==> config.mk <==
export PLATFORM = sky130hd
export DESIGN_NAME = conv_mac_engine_flat
export DESIGN_NICKNAME = d
export VERILOG_FILES = /design/src/rtl/conv_mac_engine_if.sv /design/src/rtl/conv_mac_engine.sv /design/src/flat_wrapper.sv
export SDC_FILE = /design/constraint.sdc
export NUM_CORES = 2
export LEC_CHECK = 0
export ABC_AREA = 1
export CAP_MARGIN = 10
export CORE_ASPECT_RATIO = 0.6
export CORE_MARGIN = 3
export CORE_UTILIZATION = 50
export DETAILED_ROUTE_END_ITERATION = 8
export PLACE_DENSITY_LB_ADDON = 0.05
export SYNTH_ARGS = -nofsm -noshare
export SYNTH_HDL_FRONTEND = slang
export SYNTH_SLANG_ARGS = --single-unit
==> constraint.sdc <==
create_clock -name clk -period 12.5 [get_ports clk]
set_clock_uncertainty 0.2 [all_clocks]
set_input_delay 3.125 -clock clk [delete_from_list [all_inputs] [get_ports clk]]
set_output_delay 3.125 -clock clk [all_outputs]
set_load 0.03 [all_outputs]
==> src/rtl/conv_mac_engine_if.sv <==
// Handshake and operand bundle between the window generator, the MAC engine
// and the feature-map writeback.
interface conv_mac_engine_if #(
  parameter int K     = 5,
  parameter int DW    = 8,
  parameter int ACC_W = 32,
  parameter int OUT_W = 8
);
  localparam int N = K * K;

  logic                    start;
  logic                    start_ready;
  logic [N*DW-1:0]         win_i;
  logic [N*DW-1:0]         wgt_i;
  logic signed [ACC_W-1:0] bias_i;
  logic                    relu_en;
  logic [4:0]              shift_i;
  logic                    busy;
  logic signed [ACC_W-1:0] acc_o;
  logic signed [OUT_W-1:0] q_o;
  logic                    out_valid;
  logic                    out_ready;

  modport master (
    output start, win_i, wgt_i, bias_i, relu_en, shift_i, out_ready,
    input  start_ready, busy, acc_o, q_o, out_valid
  );

  modport slave (
    input  start, win_i, wgt_i, bias_i, relu_en, shift_i, out_ready,
    output start_ready, busy, acc_o, q_o, out_valid
  );
endinterface

==> src/rtl/conv_mac_engine.sv <==
// KxK signed window dot product plus bias with LANES products per cycle,
// followed by optional ReLU, arithmetic-shift requantisation and saturation.
module conv_mac_engine #(
  parameter int K     = 5,
  parameter int DW    = 8,
  parameter int ACC_W = 32,
  parameter int LANES = 1,
  parameter int OUT_W = 8
) (
  input logic               clk,
  input logic               rst,
  conv_mac_engine_if.slave  bus
);
  localparam int N     = K * K;
  localparam int BEATS = (N + LANES - 1) / LANES;
  localparam int NP    = BEATS * LANES;
  localparam int IW    = (NP > 1) ? $clog2(NP) : 1;
  localparam int BW    = (BEATS > 1) ? $clog2(BEATS) : 1;
  localparam logic signed [ACC_W-1:0] Q_MAX = {{(ACC_W-OUT_W+1){1'b0}}, {(OUT_W-1){1'b1}}};
  localparam logic signed [ACC_W-1:0] Q_MIN = {{(ACC_W-OUT_W+1){1'b1}}, {(OUT_W-1){1'b0}}};

  typedef enum logic [1:0] {IDLE = 2'd0, RUN = 2'd1, HOLD = 2'd2} state_t;

  state_t                  state_q, state_d;
  logic [BW-1:0]           beat_q, beat_d;
  // Operand copies are padded to BEATS*LANES with zeros so tail lanes add nothing.
  logic signed [DW-1:0]    win_q [NP];
  logic signed [DW-1:0]    win_d [NP];
  logic signed [DW-1:0]    wgt_q [NP];
  logic signed [DW-1:0]    wgt_d [NP];
  logic                    relu_q, relu_d;
  logic [4:0]              shift_q, shift_d;
  logic signed [ACC_W-1:0] acc_q, acc_d;
  logic signed [ACC_W-1:0] acc_o_q, acc_o_d;
  logic signed [OUT_W-1:0] q_o_q, q_o_d;
  logic                    out_valid_q, out_valid_d;
  logic                    start_ready_q, start_ready_d;
  logic                    busy_q, busy_d;

  logic [IW-1:0]           idx;
  logic signed [2*DW-1:0]  prod;
  logic signed [ACC_W-1:0] lane_sum;
  logic signed [ACC_W-1:0] acc_next;
  logic signed [ACC_W-1:0] relu_val;
  logic signed [ACC_W-1:0] shifted;
  logic signed [OUT_W-1:0] q_next;

  assign bus.start_ready = start_ready_q;
  assign bus.busy        = busy_q;
  assign bus.acc_o       = acc_o_q;
  assign bus.q_o         = q_o_q;
  assign bus.out_valid   = out_valid_q;

  // Sum of this beat's lane products and the requantised view of the new total.
  always_comb begin
    idx      = '0;
    prod     = '0;
    lane_sum = '0;
    for (int j = 0; j < LANES; j++) begin
      idx      = IW'(int'(beat_q) * LANES + j);
      prod     = win_q[idx] * wgt_q[idx];
      lane_sum = lane_sum + {{(ACC_W-2*DW){prod[2*DW-1]}}, prod};
    end
    acc_next = acc_q + lane_sum;
    relu_val = (relu_q && acc_next[ACC_W-1]) ? '0 : acc_next;
    shifted  = relu_val >>> shift_q;
    q_next   = (shifted > Q_MAX) ? Q_MAX[OUT_W-1:0] :
               (shifted < Q_MIN) ? Q_MIN[OUT_W-1:0] : shifted[OUT_W-1:0];
  end

  // Next-state and next-output computation for the IDLE/RUN/HOLD sequencer.
  always_comb begin
    state_d       = state_q;
    beat_d        = beat_q;
    win_d         = win_q;
    wgt_d         = wgt_q;
    relu_d        = relu_q;
    shift_d       = shift_q;
    acc_d         = acc_q;
    acc_o_d       = acc_o_q;
    q_o_d         = q_o_q;
    out_valid_d   = out_valid_q;
    start_ready_d = start_ready_q;
    busy_d        = busy_q;
    case (state_q)
      IDLE: begin
        if (bus.start) begin
          for (int i = 0; i < N; i++) begin
            win_d[i] = bus.win_i[i*DW +: DW];
            wgt_d[i] = bus.wgt_i[i*DW +: DW];
          end
          for (int i = N; i < NP; i++) begin
            win_d[i] = '0;
            wgt_d[i] = '0;
          end
          relu_d        = bus.relu_en;
          shift_d       = bus.shift_i;
          acc_d         = bus.bias_i;
          beat_d        = '0;
          state_d       = RUN;
          start_ready_d = 1'b0;
          busy_d        = 1'b1;
        end else begin
          state_d = IDLE;
        end
      end
      RUN: begin
        acc_d = acc_next;
        if (beat_q == BW'(BEATS - 1)) begin
          state_d     = HOLD;
          acc_o_d     = acc_next;
          q_o_d       = q_next;
          out_valid_d = 1'b1;
        end else begin
          beat_d = beat_q + 1'b1;
        end
      end
      HOLD: begin
        // start is deliberately not looked at here, even on the transfer edge.
        if (bus.out_ready) begin
          out_valid_d   = 1'b0;
          state_d       = IDLE;
          start_ready_d = 1'b1;
          busy_d        = 1'b0;
        end else begin
          state_d = HOLD;
        end
      end
      default: begin
        state_d       = IDLE;
        out_valid_d   = 1'b0;
        start_ready_d = 1'b1;
        busy_d        = 1'b0;
      end
    endcase
  end

  // State and output registers; rst wins over every other input.
  always_ff @(posedge clk) begin
    if (rst) begin
      state_q       <= IDLE;
      beat_q        <= '0;
      for (int i = 0; i < NP; i++) begin
        win_q[i] <= '0;
        wgt_q[i] <= '0;
      end
      relu_q        <= 1'b0;
      shift_q       <= 5'd0;
      acc_q         <= '0;
      acc_o_q       <= '0;
      q_o_q         <= '0;
      out_valid_q   <= 1'b0;
      start_ready_q <= 1'b1;
      busy_q        <= 1'b0;
    end else begin
      state_q       <= state_d;
      beat_q        <= beat_d;
      win_q         <= win_d;
      wgt_q         <= wgt_d;
      relu_q        <= relu_d;
      shift_q       <= shift_d;
      acc_q         <= acc_d;
      acc_o_q       <= acc_o_d;
      q_o_q         <= q_o_d;
      out_valid_q   <= out_valid_d;
      start_ready_q <= start_ready_d;
      busy_q        <= busy_d;
    end
  end
endmodule

==> src/flat_wrapper.sv <==
// flat-port wrapper written by rule: the top's interface ports become plain ports
module conv_mac_engine_flat 
#(
  parameter int K     = 5,
  parameter int DW    = 8,
  parameter int ACC_W = 32,
  parameter int LANES = 1,
  parameter int OUT_W = 8
)
  (clk, rst, bus_start, bus_win_i, bus_wgt_i, bus_bias_i, bus_relu_en, bus_shift_i, bus_out_ready, bus_start_ready, bus_busy, bus_acc_o, bus_q_o, bus_out_valid);
  conv_mac_engine_if #(.K(K), .DW(DW), .ACC_W(ACC_W), .OUT_W(OUT_W)) bus_i ();
  input logic clk;
  input logic rst;
  input wire logic [$bits(bus_i.start)-1:0] bus_start;
  input wire logic [$bits(bus_i.win_i)-1:0] bus_win_i;
  input wire logic [$bits(bus_i.wgt_i)-1:0] bus_wgt_i;
  input wire logic [$bits(bus_i.bias_i)-1:0] bus_bias_i;
  input wire logic [$bits(bus_i.relu_en)-1:0] bus_relu_en;
  input wire logic [$bits(bus_i.shift_i)-1:0] bus_shift_i;
  input wire logic [$bits(bus_i.out_ready)-1:0] bus_out_ready;
  output wire logic [$bits(bus_i.start_ready)-1:0] bus_start_ready;
  output wire logic [$bits(bus_i.busy)-1:0] bus_busy;
  output wire logic [$bits(bus_i.acc_o)-1:0] bus_acc_o;
  output wire logic [$bits(bus_i.q_o)-1:0] bus_q_o;
  output wire logic [$bits(bus_i.out_valid)-1:0] bus_out_valid;
  assign bus_i.start = bus_start;
  assign bus_i.win_i = bus_win_i;
  assign bus_i.wgt_i = bus_wgt_i;
  assign bus_i.bias_i = bus_bias_i;
  assign bus_i.relu_en = bus_relu_en;
  assign bus_i.shift_i = bus_shift_i;
  assign bus_i.out_ready = bus_out_ready;
  assign bus_start_ready = bus_i.start_ready;
  assign bus_busy = bus_i.busy;
  assign bus_acc_o = bus_i.acc_o;
  assign bus_q_o = bus_i.q_o;
  assign bus_out_valid = bus_i.out_valid;
  conv_mac_engine #(.K(K), .DW(DW), .ACC_W(ACC_W), .LANES(LANES), .OUT_W(OUT_W)) u_core (.clk(clk), .rst(rst), .bus(bus_i));
endmodule
After elaboration in Yosys (flattened, before gate mapping)
Index checks and enable logic that the tools add are counted.
- word-level logic and storage cells: 112
- flip-flop bits (word level): 488
- add/sub/neg operators: 2
- muxes and demuxes: 26
- shifts and indexed selects: 1
- bitwise gates (word level): 3
- reductions and logical operators: 9
- order comparisons: 3
- $mul: 1
- eq/ne operators: 7
- operators with widths (kind ; count):
    binary-select mux 8 bit (select 5 bit) ; 2
    2-to-1 mux 32 bit ; 2
    one-hot mux 32 bit (2 select lines) ; 1
    2-to-1 mux 8 bit ; 6
    adder 32 x 16 -> 32 bit ; 1
    greater-than comparator 32 x 8 -> 1 bit, second input constant ; 1
    less-than comparator 32 x 8 -> 1 bit, second input constant ; 1
    >>> shifter 32 x 5 -> 32 bit ; 1
    multiplier 8 x 8 -> 16 bit ; 1
    2-to-1 mux 5 bit ; 2
    one-hot mux 5 bit (2 select lines) ; 1
    one-hot mux 1 bit (3 select lines) ; 3
    AND reduction 3 bit ; 3
    >= comparator 6 bit, second input constant ; 1
    2-to-1 mux 1 bit ; 6
    != test 2 bit, second input constant ; 3
    NOT 5 -> 6 bit ; 1
    one-hot mux 2 bit (3 select lines) ; 1
    AND reduction 2 bit ; 3
    adder 5 x 1 -> 5 bit, second input constant ; 1
    == test 5 bit, second input constant ; 1
    2-to-1 mux 2 bit ; 2
    == test 2 x 1 -> 1 bit, second input constant ; 1
    == test 2 bit, second input constant ; 1
    5 further kinds ; 6

Depth between registers and ports, before layout
- depth in word-level cells: 12
- mapped depth: 49

Worst setup path after synthesis
No wires, ideal clock.
- kind: register -> register
- start point: register u_core.beat_q[0]
- end point: register u_core.q_o_q[0], in the netlist u_core.bus.q_o[0]
- setup slack: 3337 ps
- arrival: 8846 ps
- data required time: 12183 ps
- stages on the path, launching flop included: 43
- period minus slack after synthesis: 9163 ps
- path buffers: 5
- setup time: 117 ps
- cells stage by stage: dfxtp_1 > clkbuf_1 > clkbuf_1 > clkbuf_1 > o21ai_0 > o221ai_1 > o211ai_1 > nand3_1 > o21ai_1 > nor2_1 > inv_1 > fa_1 > inv_1 > fa_1 > fa_1 > fa_1 > fa_1 > ha_1 > [... 7 more ...] > buf_6 > buf_6 > nand3_1 > nand3_1 > nand3_1 > nand2_1 > nand2_1 > nand2_1 > nand2_1 > nand2_1 > nor2_1 > nand3_1 > nor2_1 > nand2_1 > nand2_1 > nand2_2 > nor2_1 > nor2_1
- cells in the longest elaborated chain, start to end: 12
- ends and longest elaborated chain (element ; line ; text):
    start: declaration ; conv_mac_engine.sv:25 ; logic [BW-1:0] beat_q, beat_d;
    start signal: assignment ; conv_mac_engine.sv:157 ; beat_q <= beat_d;
    NOT 5 -> 6 bit (implied by the code) ; conv_mac_engine.sv:61 ; prod = win_q[idx] * wgt_q[idx];
    binary-select mux 8 bit (select 5 bit) ; conv_mac_engine.sv:61 ;
    2-to-1 mux 8 bit (implied by the code) (2 in a row) ; conv_mac_engine.sv:61 ;
    multiplier 8 x 8 -> 16 bit ; conv_mac_engine.sv:61 ;
    adder 32 x 16 -> 32 bit ; conv_mac_engine.sv:64 ; acc_next = acc_q + lane_sum;
    logical AND 1 bit ; conv_mac_engine.sv:65 ; relu_val = (relu_q && acc_next[ACC_W-1]) ? '0 : acc_next;
    2-to-1 mux 32 bit ; conv_mac_engine.sv:65 ;
    >>> shifter 32 x 5 -> 32 bit ; conv_mac_engine.sv:66 ; shifted = relu_val >>> shift_q;
    less-than comparator 32 x 8 -> 1 bit ; conv_mac_engine.sv:68 ; (shifted < Q_MIN) ? Q_MIN[OUT_W-1:0] : shifted[OUT_W-1:0];
    2-to-1 mux 8 bit ; conv_mac_engine.sv:68 ;
    2-to-1 mux 8 bit ; conv_mac_engine.sv:67 ; q_next = (shifted > Q_MAX) ? Q_MAX[OUT_W-1:0] :
    end signal: assignment ; conv_mac_engine.sv:164 ; q_o_q <= q_o_d;
    end: declaration ; conv_mac_engine.sv:35 ; logic signed [OUT_W-1:0] q_o_q, q_o_d;
Several ways; a longest one is shown, not always the timed one. The select of a mux whose other input is x is not followed.
A chain may end at the register's enable or synchronous reset.

Final worst setup path
- start point: register u_core.beat_q[1]
- end point: register u_core.q_o_q[4], in the netlist u_core.bus.q_o[4]
Same word-level chain as after synthesis.

==> impl_metrics.csv <==
group,metric,value,unit
logic_synthesis,synth_edf_count,0,
placed_design,dpl.cell_count,5033,
clock_network,htree_levels,2,
logic_synthesis,yosysMostFrequentCell,"nor2_1",
timing,fmax,93.51,MHz
logic_synthesis,synth-seq-cells,488,
routing,route.detailed.drc,0,
critical_path,r2r-end,"u_core.bus.q_o[4]$_SDFFE_PP0P_",
global_route,grt_overflow,0,
logic_synthesis,synth_cell_types,38,
clock_network,path_clk_slew,0.06,ns
layout,drive_above_1_share,3.183,%
logic_synthesis,yosysSeqAreaShare,34.52,%
placed_design,gp_congestion,0.9739,
global_route,antenna_found_initial,9,
hold_path,hold_depth,2,
clock_network,postCtsSetupBuffers,0,
critical_path,r2r_setup_slack,1.81,ns
timing,finalHoldViolCount,0,
routing,drtPass1Iterations,7,
global_route,grt_pass1_wl,162.8,mm
critical_path,crit_type,"reg -> reg",
global_route,grt_util_met2,47.22,%
global_route,grt_pass1_vias,27130,
logic_synthesis,avgSynthCellArea,6.991,um2
routing,vias,29150,
critical_path,path_max_fanout,57,
die,coreArea,55080,um2
die,fp.dieW,313.1,um
die,die_h,190.3,um
die,std_cell_rows,66,
timing,slew_headroom,19.72,%
logic_synthesis,ys_dominant_reg_cell,"dfxtp_1",
hold_path,holdPathEnd,"u_core.bus.q_o[7]$_SDFFE_PP0P_",
logic_synthesis,syn_nets,4698,
logic_synthesis,ys_warn_count,0,
routing,vias_per_cell,5.686,
global_route,met1_usage,53.13,%
placed_design,io_buffer_count,484,
critical_path,max_stage_delay,1.08,ns
logic_synthesis,yosysTopAreaCell,"dfxtp_1",
hold_path,min_path_type,"reg -> reg",
global_route,grt_max_degree,283,
layout,syn2layout_area_growth,23.31,%
logic_synthesis,synthCells,4048,
timing,slew_violations,0,
global_route,grt_util_met3,11.80,%
critical_path,end_kind,"flip-flop",
run_status,status,"finished, final reports clean",
clock_network,clockBufferDepth,3,
clock_network,cts_sinks,488,
clock_network,cts_tree,"yes",
logic_synthesis,synth_async_sr_flop_share,0,%
job,maxCapViolCount,0,
routing,wirelength,107.5,mm
layout,postLayoutCoreUtil,63.36,%
clock_network,cts_buffers,46,
logic_synthesis,yosys-top-cells-count,"nor2_1 (1161), o21ai_0 (675), dfxtp_1 (488), nand2_1 (356), nand3_1 (277)",
logic_synthesis,synth_top_area_share,34.52,%
routing,drtIter0Drc,3966,
layout,final_nets,4983,
clock_network,cts.repair.resized,0,
global_route,grt_busiest_layer,"met1",
placed_design,dpl.hpwl,77.41,mm
timing,setup_violations,0,
global_route,track_usage,35.12,%
critical_path,r2r-start,"u_core.beat_q[1]$_SDFFE_PP0P_",
logic_synthesis,synth_area,28300,um2
die,initial_core_util,51.38,%
timing,fin_crit_sh,85.56,%
layout,stdcell_count,5127,
timing,setup_tns,0,ns
hold_path,min_from,"u_core.bus.q_o[7]$_SDFFE_PP0P_",
critical_path,reg2reg_depth,38,
die,ios,485,
clock_network,postCtsHoldBufs,0,
timing,rsz0062_at_grt,"false",
critical_path,cp-start-kind,"flip-flop",
timing,tightest_slew,1.204,ns
critical_path,crit_slowest_cell,"fa_1",
critical_path,worstPathArrival,10.97,ns
routing,wl_per_cell,20.96,um
critical_path,required,12.78,ns
timing,period_minus_slack,10.69,ns
clock_network,clk-insertion-delay-late,0.61,ns
die,die_area,59580,um2
routing,ant_nets,0,
logic_synthesis,synth_area_leaders,"dfxtp_1 (35%), nor2_1 (15%), o21ai_0 (12%)",
clock_network,cts_root_buffer,"clkbuf_16",
cell families (layout without fill, tap and decap cells):
logic type | Yosys count | count (layout) | synth area share, %
AND/OR/NAND/NOR | 1845 | 1845 | 26.32
other | 0 | 12 | 0
flip-flops | 488 | 488 | 34.52
adder cells (fa/ha/maj) | 208 | 208 | 12.80
buffers and inverters | 541 | 860 | 7.516
AO/OA/AOI/OAI | 949 | 949 | 18.32
XOR/XNOR | 17 | 17 | 0.5261
worst max-delay path: cells and delay by family, from the launching register on:
kind                     cells  cell delay (ns)
AO/OA/AOI/OAI                6             1.47
adder cells (fa/ha/maj)      6             3.38
buffers and inverters        5             1.70
flip-flops                   1             0.66
AND/OR/NAND/NOR             21             3.06
sequential cells by signal, indices dropped and copies added (netlist names), 2 cells and up:
signal,flops
u_core.acc_q,32
u_core.beat_q,5
u_core.shift_q,5
u_core.wgt_q,200
u_core.state_q,2
u_core.bus.q_o,8
u_core.bus.acc_o,32
u_core.win_q,200
how the worst max path moves through the flow:
stage | from | end | slack [ns] | cells past startpoint
after global placement | u_core.beat_q[1]$_SDFFE_PP0P_ | u_core.bus.q_o[1]$_SDFFE_PP0P_ | 2.14 | 40
after floorplan | u_core.beat_q[0]$_SDFFE_PP0P_ | u_core.bus.q_o[0]$_SDFFE_PP0P_ | 3.34 | 42
after global routing | u_core.beat_q[0]$_SDFFE_PP0P_ | u_core.bus.q_o[4]$_SDFFE_PP0P_ | 0.96 | 37
after detailed placement | u_core.beat_q[1]$_SDFFE_PP0P_ | u_core.bus.q_o[0]$_SDFFE_PP0P_ | 2.02 | 38
final | u_core.beat_q[1]$_SDFFE_PP0P_ | u_core.bus.q_o[4]$_SDFFE_PP0P_ | 1.81 | 38
after CTS | u_core.beat_q[1]$_SDFFE_PP0P_ | u_core.bus.q_o[4]$_SDFFE_PP0P_ | 1.94 | 38
final cells by class:
class                           instances  area (um2)
Timing Repair Buffer                  519        5157
Antenna cell                           12       30.03
Multi-Input combinational cell       3019       16440
Sequential cell                       488        9778
Tap cell                              748       935.9
Clock inverter                         17       262.8
Inverter                              259       993.5
Clock buffer                           65        1304
Fill cell                            5130       20180
per-stage QoR:
stage               hold WS [ns]  worst slack [ns]  area (um2)
floorplan                 0.2590             3.337       28300
global placement          0.2520             2.140       33300
detailed placement        0.2603             2.016       33300
CTS                       0.2694             1.936       34870
global route              0.3059            0.9641       34890
finish                    0.2687             1.806       34900
placed cells by master, fill, tap and decap left out, types with 3 or more instances in the layout:
cell | netlist | layout
nor3_1 | 11 | 11
nand3_1 | 277 | 277
bufinv_16 | 0 | 5
dfxtp_1 | 488 | 485
xnor2_1 | 4 | 4
nand2_1 | 356 | 356
clkinv_2 | 0 | 7
clkbuf_1 | 215 | 12
nand3_2 | 13 | 13
buf_12 | 0 | 4
and2_1 | 4 | 4
a31oi_1 | 11 | 11
inv_1 | 252 | 248
o22ai_1 | 58 | 58
buf_4 | 1 | 31
nand2_2 | 3 | 3
clkbuf_8 | 0 | 6
xor2_1 | 13 | 13
a211oi_1 | 8 | 8
clkinv_1 | 4 | 4
nor2_4 | 2 | 6
o221ai_1 | 49 | 49
a21oi_1 | 89 | 89
diode_2 | 0 | 12
nand4_1 | 15 | 15
o21a_1 | 10 | 10
clkbuf_16 | 0 | 47
inv_2 | 3 | 3
clkdlybuf4s50_1 | 0 | 484
o21bai_1 | 3 | 3
nor2_1 | 1161 | 1156
fa_1 | 136 | 136
o21ai_0 | 675 | 675
o211ai_1 | 40 | 40
ha_1 | 72 | 72
metal layers:
metal / routed length, um / vias up
li1: - / 13880
met1: 49360 / 13650
met2: 42150 / 1481
met3: 13500 / 142
met4: 2405 / 2
met5: 57 / -
Power is not shown: default switching activity piles up to over one toggle a cycle in this logic, so the estimate is an artifact.
